[src/rtl/fetch_unit.sv]
// Instruction fetch stage: owns the PC, keeps one imem read in flight and
// holds the returned word in a single-entry IR handed to the decoder.
module fetch_unit #(
   parameter logic [31:0] RESET_PC = 32'h0000_0000
) (
   input  logic        clk,
   input  logic        rst,
   output logic        imem_req_valid,
   input  logic        imem_req_ready,
   output logic [31:0] imem_addr,
   input  logic        imem_resp_valid,
   input  logic [31:0] imem_resp_data,
   input  logic        redirect_valid,
   input  logic [31:0] redirect_pc,
   output logic        ir_valid,
   input  logic        ir_ready,
   output logic [31:0] ir,
   output logic [31:0] ir_pc,
   output logic [4:0]  opcode,
   output logic        ir_len_err
);

   localparam logic [31:0] NOP_INSN = 32'h0000_0013;
   localparam logic [31:0] PC_STEP  = 32'd4;

   typedef enum logic [1:0] {
      S_REQ   = 2'd0,
      S_WAIT  = 2'd1,
      S_DRAIN = 2'd2
   } state_e;

   state_e      state_q;
   logic [31:0] pc_q;
   logic [31:0] ir_q;
   logic [31:0] ir_pc_q;
   logic        ir_valid_q;
   logic        req_fire_c;
   logic [31:0] redirect_tgt_c;
   logic        unused_redirect_lsb_c;

   // A request may go out only when the IR is empty or drains this cycle.
   assign imem_req_valid = !rst && (state_q == S_REQ) && (!ir_valid_q || ir_ready);
   assign req_fire_c     = imem_req_valid && imem_req_ready;
   assign imem_addr      = pc_q;

   // Redirect targets are word aligned; the low two bits are ignored.
   assign redirect_tgt_c        = {redirect_pc[31:2], 2'b00};
   assign unused_redirect_lsb_c = ^redirect_pc[1:0];

   assign ir_valid   = ir_valid_q;
   assign ir         = ir_q;
   assign ir_pc      = ir_pc_q;
   assign opcode     = ir_q[6:2];
   assign ir_len_err = ir_valid_q && (ir_q[1:0] != 2'b11);

   // Fetch FSM, PC and instruction register; redirect overrides all other events.
   always_ff @(posedge clk) begin
      if (rst) begin
         state_q    <= S_REQ;
         pc_q       <= {RESET_PC[31:2], 2'b00};
         ir_q       <= NOP_INSN;
         ir_pc_q    <= 32'h0000_0000;
         ir_valid_q <= 1'b0;
      end else begin
         if (ir_valid_q && ir_ready) begin
            ir_valid_q <= 1'b0;
         end
         if (redirect_valid) begin
            pc_q       <= redirect_tgt_c;
            ir_valid_q <= 1'b0;
            case (state_q)
               S_REQ:   if (req_fire_c) state_q <= S_DRAIN;
               S_WAIT:  state_q <= imem_resp_valid ? S_REQ : S_DRAIN;
               S_DRAIN: if (imem_resp_valid) state_q <= S_REQ;
               default: state_q <= S_REQ;
            endcase
         end else begin
            case (state_q)
               S_REQ: begin
                  if (req_fire_c) state_q <= S_WAIT;
               end
               S_WAIT: begin
                  if (imem_resp_valid) begin
                     ir_q       <= imem_resp_data;
                     ir_pc_q    <= pc_q;
                     ir_valid_q <= 1'b1;
                     pc_q       <= pc_q + PC_STEP;
                     state_q    <= S_REQ;
                  end
               end
               S_DRAIN: begin
                  // Response to a cancelled request: data is dropped, PC kept.
                  if (imem_resp_valid) state_q <= S_REQ;
               end
               default: state_q <= S_REQ;
            endcase
         end
      end
   end

endmodule

[config.mk]
export PLATFORM = sky130hd
export DESIGN_NAME = fetch_unit
export DESIGN_NICKNAME = d
export VERILOG_FILES = /design/src/rtl/fetch_unit.sv
export SDC_FILE = /design/constraint.sdc
export NUM_CORES = 1
export LEC_CHECK = 0
export ABC_AREA = 1
export CELL_PAD_IN_SITES_DETAIL_PLACEMENT = 1
export CELL_PAD_IN_SITES_GLOBAL_PLACEMENT = 2
export CORE_MARGIN = 3
export CORE_UTILIZATION = 25
export CTS_CLUSTER_DIAMETER = 120
export CTS_CLUSTER_SIZE = 10
export DETAILED_ROUTE_END_ITERATION = 10
export PLACE_DENSITY = 0.92
export SLEW_MARGIN = 20
export SYNTH_ARGS = -nofsm -noshare
export SYNTH_HDL_FRONTEND = slang
export SYNTH_SLANG_ARGS = --single-unit
[constraint.sdc]
create_clock -name clk -period 2.8 [get_ports clk]
set_input_delay 0.56 -clock clk [delete_from_list [all_inputs] [get_ports clk]]
set_output_delay 0.56 -clock clk [all_outputs]
set_load 0.01 [all_outputs]
* Yosys cells after proc, flatten, opt, wreduce, memory -nomap -nowiden *
Index checks and enable logic that the tools add are counted.
W data, S select, Z words.

cells by class
  add/subtract/negate cells = 1
  equality and inequality tests = 4
  multiplexer cells = 13
  bitwise logic cells = 1
  reduce and logical (&&, ||, !) cells = 16

operators by type and width
  operator                 number
  $mux W32                 3
  $add A32 B3 Y32 const B  1
  $mux W2                  5
  $pmux W2 S3              1
  $logic_and A1 B1 Y1      5
  $ne A2 B2 Y1 const B     2
  $pmux W2 S2              1
  $reduce_and A2 Y1        2
  $reduce_bool A2 Y1       2
  $reduce_or A2 Y1         2
  $mux W1                  3
  $reduce_and A3 Y1        1
  $eq A2 B1 Y1 const B     1
  $eq A2 B2 Y1 const B     1
  $logic_not A1 Y1         2
  $logic_not A2 Y1         1
  $logic_or A1 B1 Y1       1
  $not A1 Y1               1

word-level totals
  register bits after elaboration = 99
  input bits = 70
  output and inout port bits = 104
  word-level logic and storage cells = 41

* Depth between registers and ports, before layout *
  word-level depth = 7
  gate-level depth with buffers = 12
  mapped depth without buffers = 12

* Least setup slack after synthesis *
No wires, ideal clock.

  kind = input to output
  start point = in ir_ready
  end point = out imem_req_valid
  arrival time = 0.967 ns
  required time = 2.240 ns
  setup slack = 1.273 ns
  cell stages on the path = 3
  buffers on the path = 0
  path through = or2_2 -> nand2_1 -> nor2_1

on the way
  word-level cells in the longest chain between the ends = 2

RTL lines
  what                 line  RTL
  from (decl)          16    input logic ir_ready,
  $logic_or A1 B1 Y1   42    assign imem_req_valid = !rst && (state_q == S_REQ) && (!ir_valid_q || ir_ready);
  $logic_and A1 B1 Y1  42
  to (decl)            8     output logic imem_req_valid,

No other way between the ends.

* Worst setup path in the final report *
Ends and elaborated chain as after synthesis.

==> results by group <==
Run status
  – Status: complete, no violations

Timing
  – RSZ-0062 raised after global routing: false
  – Skew final: 4.885 ps
  – Final Hold Fails: 0
  – Clock period minus final worst setup slack: 2404 ps
  – Final TNS setup: 0 ps
  – Min Hold Slack: 493.7 ps
  – Period utilization: 85.86%
  – Slew headroom: 65.62%
  – Max Slew Vio Count: 0
  – Max Clock Freq: 416.0 MHz
  – Slew @ Worst Pin: 511.8 ps
  – Setup ws final: 396.0 ps
  – Final number of setup-violating endpoints: 0

Synth
  – Top post-synthesis cells by count: nand2_1, nor2_1, dfxtp_1
  – Async SR Flop Fraction: 0%
  – Top-count cell post-synth: nand2_1
  – Post-Syn Instances: 647
  – Synth unique cells: 38
  – Post-synth top flop: dfxtp_1
  – Largest area contributor in the netlist: dfxtp_1
  – Syn_area_per_cell: 7.045 µm²
  – Mapped Area: 4558 µm²
  – Share of the synthesized area in the top cell type: 41.72%
  – EDFF count, synth: 0
  – Seq cells post-synth: 95
  – Seq/Total Area, Yosys: 41.72%
  – Top cells by area, synth: dfxtp_1, nand2_1, nor2_1
  – Synth warnings: 0

Pwr
  – Pint: 2.513 mW
  – Pwr Total: 3.356 mW
  – Sequential Power Share: 43.6%
  – VDD IR max: 0.4004 mV
  – Switching portion of total power: 25.12%
  – Lkg Pwr: 2.613 nW
  – Psw: 0.8430 mW
  – Clock power share: 43.0%
  – Power per cell area: 497.7 nW/µm²
  – Gate power share: 13.5%

Clocking
  – Clock sink count: 95
  – CTS max path bufs: 2
  – H-tree depth: 3
  – Worst-path clk slew: 70 ps
  – Root Driver: clkbuf_16
  – Clock Latency Late Sink: 350 ps
  – Hold-fix buffers, CTS: 0
  – TritonCTS clock tree: done
  – CTS Buf Count: 9
  – Cts repair resizes: 0
  – Postcts setup bufs: 0

Worst setup path
  – WP data arrival: 1840 ps
  – Worst reg2reg path depth: 9
  – CP max stage cell: clkdlybuf4s50_1
  – Critical Path Sink Type: primary output
  – Startpoint types: input port
  – CP peak stage delay: 470 ps
  – Worst r2r src: state_q[1]
  – CP Max Fanout: 2
  – Critical path launch point: ir_ready
  – Crit path kind: input port to primary output
  – Worst EP required: 2240 ps
  – Crit-path cells: clkdlybuf4s50_1, or2_2, nand2_1, nor2_1, clkdlybuf4s50_1
  – Crit-path most repeated cell: clkdlybuf4s50_1

Final layout
  – Share of cells above drive strength 1: 6.617%
  – Fin nets: 871
  – Fillers: 2161
  – Layout area overhead: 47.90%
  – Non-Filler Instances: 1026
  – Ant. Diodes: 0
  – Final instance area: 6741 µm²
  – Core Util, Final: 38.31%

Floorplan
  – Core area: 17600 µm²
  – Die X: 141.0 µm
  – Total I/O pin count: 174
  – Die height: 141.0 µm
  – Initial core utilization: 25.90%
  – Die area: 19890 µm²
  – # rows: 48

Detailed routing
  – Total routed wirelength: 16870 µm
  – 1st-iter DRT viols: 219
  – Post-route ant nets: 0
  – Routed via count: 4832
  – Total iterations of the first detailed-routing run: 4
  – Via density: 4.710
  – Post-DR wirelength/cell: 16.44 µm
  – # DRC: 0

Global routing
  – Antenna violations before repair: 0
  – Total Routing Usage GR: 17.02%
  – Grt ovf: 0
  – First-pass GRT wire length: 26850 µm
  – Vias in the first global route: 5033
  – Pin count of the biggest net entering global routing: 96

Place
  – Cell Count Post-Placement: 1010
  – Pre-CTS setup slack: 395.5 ps
  – IO buf count: 167
  – Placed Area: 6396 µm²
  – GP Congestion: 0.8116
  – DP HPWL: 12400 µm

Worst hold path
  – Hold Path Class: register to register
  – HP Start: ir[0]
  – WHS Path Cells: 2

Job
  – Max Cap Viol: 0
-- flip-flops by register name, summed over array words and instances (netlist names) --
signal     cells
ir_pc         30
ir            32
imem_addr     30
state_q        2
ir_valid       1
-- area by class of cell --
class,count,area [µm²],area share (%)
multi-input cells,461,2237,33.18
well taps,225,281.5,4.176
inverters,53,198.9,2.951
clock inverters,7,120.1,1.782
flip-flops and latches,95,1902,28.21
clock buffers,9,225.2,3.341
repair buffers,176,1777,26.35
-- cell families (layout without fill, tap and decap cells) --
kind of cell | count (synthesis) | count (layout) | synth area share (%)
xor+xnor | 3 | 3 | 0.5766
other cells | 1 | 4 | 0.08227
simple gates | 322 | 322 | 31.46
buf+inv | 94 | 245 | 9.442
flops | 95 | 95 | 41.72
compound gates | 127 | 127 | 15.34
fa+ha+maj | 5 | 5 | 1.372
-- critical path: cells and delay by family --
kind                   cells  cell delay, ps
buffers and inverters      2             860
and+or+nand+nor            3             420
-- power groups by stage --
stage	Clock, mW	Sequential, mW	Combinational, mW
final	1.44	1.46	0.452
after global routing	1.54	1.47	0.497
after CTS	1.50	1.46	0.459
after detailed placement	0	1.49	0.456
after global placement	0	1.49	0.451
after floorplan	0	1.50	0.181
-- placed cells by master, fill, tap and decap left out, types with 2 or more instances in the layout --
cell type / instances
buf_4: 6
or2_2: 3
conb_1: 4
nor2_4: 9
bufinv_16: 3
nand3b_1: 3
a21oi_1: 32
nand2_2: 3
a21oi_2: 2
clkdlybuf4s50_1: 167
nand3_2: 4
buf_12: 3
a31oi_1: 9
o211ai_1: 4
dfxtp_1: 95
xor2_1: 3
ha_1: 5
nand2_1: 120
nand2_4: 2
clkinv_2: 2
clkbuf_16: 9
inv_2: 2
nor2_2: 2
a211oi_1: 8
nand4_1: 5
o21ai_0: 67
inv_1: 50
nor3_1: 8
nor2_1: 118
nand3_1: 42
-- metal layers --
metal	global-route usage (%)	vias to the layer above	routed length (µm)
met1	21.91	2292	7883
met5	0	-	0
li1	-	2390	-
met3	4.003	21	845
met2	28.60	129	7859
met4	4.589	0	281
-- worst paths after layout --
path	to	slack, ps
min reg2reg	ir[0]	490
max reg2reg	imem_addr[10]	920
max	imem_req_valid	400
min	ir[0]	490
Power figures use the tool's default switching activity.
